[src/rtl/mux_sched_pkg.sv]
// Shared types and constants for the round-robin mux scheduler.
// Imported by rr_pick and mux_rr_scheduler.
package mux_sched_pkg;

  localparam int unsigned N_REQ_C  = 31;
  localparam int unsigned SEL_W_C  = 5;
  localparam int unsigned DATA_W_C = 8;
  localparam int unsigned LAST_IDX = 30;

  typedef enum logic [1:0] {
    IDLE,
    SETTLE,
    HOLD
  } state_t;

endpackage

[src/rtl/rr_pick.sv]
// Combinational round-robin winner search: lowest requesting index at or
// above ptr, wrapping to index 0 after N-1.
module rr_pick
  import mux_sched_pkg::*;
#(
  parameter int unsigned N     = N_REQ_C,
  parameter int unsigned SEL_W = SEL_W_C
) (
  input  logic [N-1:0]     req_i,
  input  logic [SEL_W-1:0] ptr_i,
  output logic [SEL_W-1:0] win_o,
  output logic             any_o
);

  logic [2*N-1:0] dbl;
  logic [2*N-1:0] masked;
  logic           found;

  always_comb begin
    dbl    = {req_i, req_i};
    masked = '0;
    win_o  = '0;
    found  = 1'b0;
    any_o  = |req_i;
    // Upper copy is never masked, so a hit there is a wrapped grant.
    for (int unsigned i = 0; i < 2 * N; i++) begin
      masked[i] = dbl[i] && (i >= 32'(ptr_i));
    end
    for (int unsigned i = 0; i < 2 * N; i++) begin
      if (masked[i] && !found) begin
        found = 1'b1;
        win_o = (i >= N) ? SEL_W'(i - N) : SEL_W'(i);
      end
    end
  end

endmodule

[src/rtl/mux_rr_scheduler.sv]
// Round-robin scheduler in front of a 31:1 byte mux: grants one requester,
// waits one settle cycle, captures the mux byte and offers it valid/ready.
module mux_rr_scheduler
  import mux_sched_pkg::*;
#(
  parameter int unsigned N_REQ  = N_REQ_C,
  parameter int unsigned SEL_W  = SEL_W_C,
  parameter int unsigned DATA_W = DATA_W_C
) (
  input  logic              clk,
  input  logic              rst_n,
  input  logic [N_REQ-1:0]  req,
  output logic [SEL_W-1:0]  mux_sel,
  input  logic [DATA_W-1:0] mux_data,
  output logic [N_REQ-1:0]  ack,
  output logic [DATA_W-1:0] out_data,
  output logic              out_valid,
  input  logic              out_ready,
  output logic              busy
);

  localparam logic [SEL_W-1:0] LAST_SEL = SEL_W'(N_REQ - 1);
  localparam logic [N_REQ-1:0] ONE_HOT0 = {{(N_REQ - 1){1'b0}}, 1'b1};

  state_t              state_q;
  logic [SEL_W-1:0]    mux_sel_q;
  logic [SEL_W-1:0]    ptr_q;
  logic [N_REQ-1:0]    ack_q;
  logic [DATA_W-1:0]   out_data_q;
  logic                out_valid_q;
  logic [SEL_W-1:0]    win_d;
  logic                any_d;

  rr_pick #(
    .N     (N_REQ),
    .SEL_W (SEL_W)
  ) u_pick (
    .req_i (req),
    .ptr_i (ptr_q),
    .win_o (win_d),
    .any_o (any_d)
  );

  always_ff @(posedge clk) begin
    if (!rst_n) begin
      state_q     <= IDLE;
      mux_sel_q   <= '0;
      ptr_q       <= '0;
      ack_q       <= '0;
      out_data_q  <= '0;
      out_valid_q <= 1'b0;
    end else begin
      ack_q <= '0;
      case (state_q)
        IDLE: begin
          if (any_d) begin
            mux_sel_q <= win_d;
            state_q   <= SETTLE;
          end
        end
        SETTLE: begin
          out_data_q  <= mux_data;
          out_valid_q <= 1'b1;
          ack_q       <= ONE_HOT0 << mux_sel_q;
          ptr_q       <= (mux_sel_q == LAST_SEL) ? '0 : mux_sel_q + SEL_W'(1);
          state_q     <= HOLD;
        end
        HOLD: begin
          if (out_ready) begin
            out_valid_q <= 1'b0;
            state_q     <= IDLE;
          end
        end
        default: state_q <= IDLE;
      endcase
    end
  end

  assign mux_sel   = mux_sel_q;
  assign ack       = ack_q;
  assign out_data  = out_data_q;
  assign out_valid = out_valid_q;
  assign busy      = (state_q != IDLE);

endmodule
[config.mk]
export PLATFORM = sky130hd
export DESIGN_NAME = mux_rr_scheduler
export DESIGN_NICKNAME = d
export VERILOG_FILES = /design/src/rtl/mux_sched_pkg.sv /design/src/rtl/rr_pick.sv /design/src/rtl/mux_rr_scheduler.sv
export SDC_FILE = /design/constraint.sdc
export NUM_CORES = 1
export LEC_CHECK = 0
export ABC_CLOCK_PERIOD_IN_PS = 2600
export CORE_UTILIZATION = 45
export DETAILED_ROUTE_END_ITERATION = 8
export PLACE_DENSITY = 0.75
export SLEW_MARGIN = 20
export SYNTH_ARGS = -nofsm -noshare
export SYNTH_HDL_FRONTEND = slang
export SYNTH_SLANG_ARGS = --single-unit
[constraint.sdc]
create_clock -name clk -period 2.6 [get_ports clk]
set_input_delay 0.26 -clock clk [delete_from_list [all_inputs] [get_ports clk]]
set_output_delay 0.26 -clock clk [all_outputs]
set_load 0.005 [all_outputs]
==> results of run 1 <==
## worst max-delay path: cells and delay by family (launching register included)
family	cells	cell delay [ns]
compound gates	3	0.53
simple gates	5	0.89
buf+inv	4	0.64
flops	1	0.35
## through the flow
step | hold slack, ns | std cells | TNS (ns) | instance area [um2] | worst slack [ns]
after floorplan | 0.4023 | 422 | 0 | 3204 | 0.2054
after CTS | 0.4728 | 684 | 0 | 4911 | 0.01894
after global placement | 0.4493 | 676 | -0.2889 | 4820 | -0.1166
final | 0.4714 | 684 | 0 | 4938 | 0.09362
after global routing | 0.4959 | 684 | 0 | 4938 | 0.004138
after detailed placement | 0.4599 | 676 | -0.6241 | 4820 | -0.2059
## state kept, by name (all words and copies together) (netlist names)
signal     flops
out_valid      1
ack           31
ptr_q          5
state_q        2
out_data       8
mux_sel        5
## per-layer routing
layer | vias up | GRT usage (%)
li1 | 1871 | -
met1 | 1753 | 38.22
met2 | 183 | 50.58
met3 | 22 | 4.762
met4 | 0 | 9.848
met5 | - | 0
## cell usage in the layout (no fill, tap or decap), drive strengths merged, types with 7 or more instances in the layout
cell / n
buf: 90
clkdlybuf4s50: 87
nor2: 52
dfxtp: 52
nand2: 46
o21ai: 20
nor3: 19
and2: 18
a21oi: 16
inv: 16
nand3: 14
nor2b: 12
a21boi: 10
or2: 9
nand2b: 8
a31oi: 8
nand4: 7
o211ai: 7
nor4: 7
## cells by family (layout without fill, tap and decap cells)
| family | Yosys count | in the layout | share of synthesized area, % |
|---|---|---|---|
| compound gates | 117 | 117 | 25.77 |
| xor+xnor | 1 | 1 | 0.2734 |
| fa+ha+maj | 6 | 6 | 2.343 |
| buf+inv | 34 | 200 | 5.310 |
| flops | 52 | 52 | 32.49 |
| simple gates | 212 | 212 | 33.82 |
## layout make-up
type	count	area [um2]
Clock buffer	5	68.82
Clock inverter	3	21.27
Fill cell	585	1893
Inverter	15	56.30
Multi-Input combinational cell	336	2014
Sequential cell	52	1049
Tap cell	96	120.1
Timing Repair Buffer	177	1609
## final timing paths
path          startpoint          end  cells past startpoint  slack [ns]
max reg2reg     ptr_q[2]   mux_sel[2]                     12        0.09
min reg2reg  out_data[4]  out_data[4]                      2        0.47
max             ptr_q[2]   mux_sel[2]                     12        0.09
min          out_data[4]  out_data[4]                      2        0.47
## synthesized netlist by cell type (all sizes together), types with 4 or more instances
cell    count
a31oi       8
a22oi       5
a41oi       4
nor2       52
and2       18
o211ai      7
o21ai      20
nand2b      8
o21bai      5
clkbuf      8
nor3       19
dfxtp      52
or2         9
ha          6
inv        15
a21boi     10
and3        6
o21a        5
a21oi      16
nand3      14
nor4        7
nand4       7
a221oi      4
nand2      46
buf        11
o22ai       5
nor2b      12
## repair_timing
item | CTS | global route
setup endpoints to repair | 1 | 4
setup buffers | 0 | 0
resized for setup | 1 | 8
pin swaps | 0 | 0
## where the power goes
group          leakage [uW]  total, uW  internal [uW]  switching [uW]
logic               0.00148        676            347             329
clock network     0.0000445        463            191             271
registers          0.000424        880            831            48.5
total               0.00195       2020           1370             648
==> impl_metrics.env, run 1 <==
export IMPL_status="completed"
export IMPL_grt_first_pass_wirelength_um=17420
export IMPL_routed_top_layer="met4"
export IMPL_start_util_pct=46.90
export IMPL_synth_flop_cell="dfxtp_1"
export IMPL_die_h_um=86.39
export IMPL_rsz0062_at_grt="false"
export IMPL_cts_tree="yes"
export IMPL_wl_met2_um=5153
export IMPL_path_cells="buf_4, buf_4, nor3_1, o21ai_0, and3_1, nand3_1, nor3_1, buf_4, buf_4, a221o_1, nor3_1, a31oi_1"
export IMPL_drt_pass1_iterations=5
export IMPL_port_buffers=87
export IMPL_maxCapViolCount=0
export IMPL_fmax_mhz=399.0
export IMPL_final_nets=635
export IMPL_postCtsHoldBufs=0
export IMPL_min_period_over_period_pct=96.40
export IMPL_synth_edf_count=0
export IMPL_crit_path_frequent_cell="buf_4"
export IMPL_power_leakage_uw=0.001946
export IMPL_die_area_um2=7462
export IMPL_netlist_top_cells_area="dfxtp_1, nor2_1, nand2_1"
export IMPL_viasPerCell=5.598
export IMPL_maxSlewHeadroom_pct=64.01
export IMPL_critPathKind="reg2reg"
export IMPL_p_per_area_nw_per_um2=408.7
export IMPL_cts_max_path_buffers=2
export IMPL_syn_avg_cell_area_um2=7.593
export IMPL_route_met3_wl_um=723
export IMPL_grt_usage_pct=29.67
export IMPL_yosys_warnings=0
export IMPL_wire_per_inst_um=15.98
export IMPL_finalPower_uw=2019
export IMPL_drc=0
export IMPL_vias=3829
export IMPL_rows=30
export IMPL_drt_iter0_markers=281
export IMPL_drive_gt1_share_pct=20.41
export IMPL_netlist_area_um2=3204
export IMPL_crit_path_max_incr_delay_ns=0.35
export IMPL_synth_cells=422
export IMPL_ys_seq_area_share_pct=32.49
export IMPL_ys_ff_latch=52
export IMPL_core_um2=6832
export IMPL_clock_latency_ns=0.30
export IMPL_setup_viol=0
export IMPL_synth_top_area_share_pct=32.49
export IMPL_antenna_left=0
export IMPL_slew_violations=0
export IMPL_synthesis_nets=470
export IMPL_grt_pass1_vias=3572
export IMPL_period_needed_ns=2.506
export IMPL_floorplan_die_width_um=86.39
export IMPL_finalWeightedCongestion=0.9593
export IMPL_crit_slowest_cell="dfxtp_1"
export IMPL_wl_um=10930
export IMPL_hold_viol=0
export IMPL_cts_root_buf="clkbuf_8"
export IMPL_worstMarginPinSlew_ns=0.5358
export IMPL_ir_drop_mv=0.2765
export IMPL_clock_skew_ns=0.006380
export IMPL_ys_types=61
export IMPL_cts_clk_slew_worst_paths_ns=0.09
export IMPL_async_flop_share_pct=0
export IMPL_numCtsBuffers=5
export IMPL_antenna_found_initial=0
export IMPL_synth_top_area_cell="dfxtp_1"
export IMPL_dpl_hpwl_um=8950
export IMPL_grt_ovfl_total=0
export IMPL_htreeDepth=2
export IMPL_startpoint_type="flop"
export IMPL_cp_max_fo=9
export IMPL_endpoint_kind="flop"
export IMPL_io_pin_count=88
export IMPL_utilization_pct=72.29
export IMPL_grt_max_degree=18
export IMPL_num_antenna_cells=0
export IMPL_worstPathArrival_ns=2.70
export IMPL_area_delta_synth_final_pct=54.12
export IMPL_met1_length_um=4787
export IMPL_hold_class="reg2reg"
export IMPL_cp_data_required_time_ns=2.79
export IMPL_clock_sinks=52
Power figures use the tool's default switching activity.
==> run 2: changes to the inputs <==
CORE_UTILIZATION = 49   (was 45)
PLACE_DENSITY = 0.8   (was 0.75)
==> run 2 against run 1 <==
  * Critical path depth decreased by 3
  * Sequential cell count is the same
  * Global-route usage rose by 2.2 points
  * Highest routed layer unchanged
==> impl_metrics.env, run 2 (synthesized netlist as in run 1, its figures left out) <==
export IMPL_period_needed_ns=2.476
export IMPL_largest_reg_flops=31
export IMPL_maxSlewHeadroom_pct=59.83
export IMPL_final_cell_mix="clkdlybuf4s50_1, buf_4, nor2_1"
export IMPL_grt_ovfl_total=0
export IMPL_crit_slowest_cell="or4b_1"
export IMPL_status="completed"
export IMPL_ir_drop_mv=0.4048
export IMPL_crit_path_max_incr_delay_ns=0.47
export IMPL_startpoint_type="flop"
export IMPL_wire_per_inst_um=16.73
export IMPL_grt_first_pass_wirelength_um=17840
export IMPL_rows=29
export IMPL_critPathKind="reg2reg"
export IMPL_worstMarginPinSlew_ns=0.6010
export IMPL_utilization_pct=76.06
export IMPL_rrSetupSlack_ns=0.12
export IMPL_nFillCells=503
export IMPL_die_h_um=82.87
export IMPL_p_per_area_nw_per_um2=421.6
export IMPL_worstReg2RegEnd="mux_sel[3]"
export IMPL_hold_path_endpoint="out_data[6]"
export IMPL_vias=3833
export IMPL_clock_skew_ns=0.005180
export IMPL_reg2reg_from="ptr_q[0]"
export IMPL_hold_class="reg2reg"
export IMPL_floorplan_die_width_um=82.87
export IMPL_cts_tree="yes"
export IMPL_cp_max_fo=8
export IMPL_grt_pass1_vias=3677
export IMPL_num_antenna_cells=0
export IMPL_worstPathArrival_ns=2.72
export IMPL_min_period_over_period_pct=95.23
export IMPL_core_um2=6314
export IMPL_drt_pass1_iterations=5
export IMPL_viasPerCell=5.879
export IMPL_numCtsBuffers=5
export IMPL_cts_root_buf="clkbuf_8"
export IMPL_antenna_left=0
export IMPL_slew_violations=0
export IMPL_path_cells="buf_4, o21a_1, o22ai_1, nor4_4, nand2_2, or2_1, or4b_1, and3_1, a31oi_1"
export IMPL_drive_gt1_share_pct=18.26
export IMPL_postCtsHoldBufs=0
export IMPL_maxCapViolCount=0
export IMPL_antenna_found_initial=0
export IMPL_fmax_mhz=403.9
export IMPL_hold_ws_ns=0.4671
export IMPL_finalPower_uw=2024
export IMPL_min_delay_start="out_data[6]"
export IMPL_power_leakage_uw=0.001876
export IMPL_drc=0
export IMPL_port_buffers=87
export IMPL_area_delta_synth_final_pct=49.86
export IMPL_setup_tns_ns=0
export IMPL_clock_sinks=52
export IMPL_die_area_um2=6867
export IMPL_cp_data_required_time_ns=2.84
export IMPL_finalWeightedCongestion=0.9656
export IMPL_start_util_pct=50.75
export IMPL_reg2reg_depth=9
export IMPL_hold_viol=0
export IMPL_hold_depth=2
export IMPL_drt_iter0_markers=298
export IMPL_cts_clk_slew_worst_paths_ns=0.10
export IMPL_final_common_cell="clkdlybuf4s50_1"
export IMPL_critPathTopFamily="simple AND/OR/NAND/NOR gates"
export IMPL_grt_max_degree=23
export IMPL_cts_max_path_buffers=2
export IMPL_setup_viol=0
export IMPL_htreeDepth=2
export IMPL_final_nets=622
export IMPL_dpl_hpwl_um=8853
export IMPL_clock_latency_ns=0.31
export IMPL_timing_critical_path_buf_inv=1
export IMPL_endpoint_kind="flop"
export IMPL_io_pin_count=88
export IMPL_wl_um=10910
export IMPL_grt_usage_pct=31.87
run 2: changes by cell type in the layout (fill, tap and decap cells not counted), moves of 2 or more:
| cell | previous run | this run |
|---|---|---|
| a211oi_1 | 1 | 3 |
| a211oi_2 | 2 | 0 |
| buf_4 | 85 | 73 |
| o21ai_0 | 20 | 18 |
| o21ai_1 | 0 | 2 |
run 2: final cells by class:
| class | count | area, um2 | share of cell area [%] |
|---|---|---|---|
| Sequential cell | 52 | 1052 | 21.91 |
| Clock buffer | 5 | 68.82 | 1.433 |
| Tap cell | 77 | 96.34 | 2.006 |
| Inverter | 15 | 56.30 | 1.172 |
| Clock inverter | 3 | 27.53 | 0.5732 |
| Multi-Input combinational cell | 336 | 2002 | 41.69 |
| Timing Repair Buffer | 164 | 1499 | 31.21 |
run 2: power breakdown:
| group | total, uW | internal [uW] | leakage, uW | switching, uW |
|---|---|---|---|---|
| logic | 649 | 327 | 0.00141 | 322 |
| clock network | 492 | 198 | 0.0000463 | 294 |
| registers | 883 | 832 | 0.000425 | 51.6 |
run 2: metal layers:
layer / up-vias / track usage [%] / part of all wire, %
met2: 192 / 55.66 / 47
li1: 1836 / - / -
met4: 0 / 11.29 / 3.4
met5: - / 0 / 0
met3: 39 / 6.958 / 7.8
met1: 1766 / 38.34 / 41
run 2: worst max path at each step:
stage,startpoint,to,cells after the start
after floorplan,ptr_q[2],mux_sel[3],10
after global placement,req[1],mux_sel[3],11
after detailed placement,req[1],mux_sel[3],9
after CTS,ptr_q[4],mux_sel[3],9
after global routing,ptr_q[3],mux_sel[3],9
final,ptr_q[0],mux_sel[3],9
run 2: stage by stage:
stage / setup WS, ns / std cells / cell area [um2]
final: 0.1240 / 652 / 4802
after global routing: -0.002584 / 652 / 4802
after CTS: 0.01321 / 652 / 4783
after detailed placement: -0.1337 / 644 / 4686
after global placement: -0.07015 / 644 / 4686
after floorplan: 0.2054 / 422 / 3204
run 2: repair_timing:
item | CTS | global route
setup endpoints to repair | 1 | 4
resized for setup | 1 | 10
endpoints found under the hold margin | 0 | 0
setup buffers | 0 | 0
pin swaps | 0 | 0
run 2: worst register-to-register path: stages (launching register included):
cell and delay (ns):
dfxtp_4 0.43, buf_4 0.19, o21a_1 0.23, o22ai_1 0.17, nor4_4 0.23, nand2_2 0.12, or2_1 0.26, or4b_1 0.47
and3_1 0.19, a31oi_1 0.13
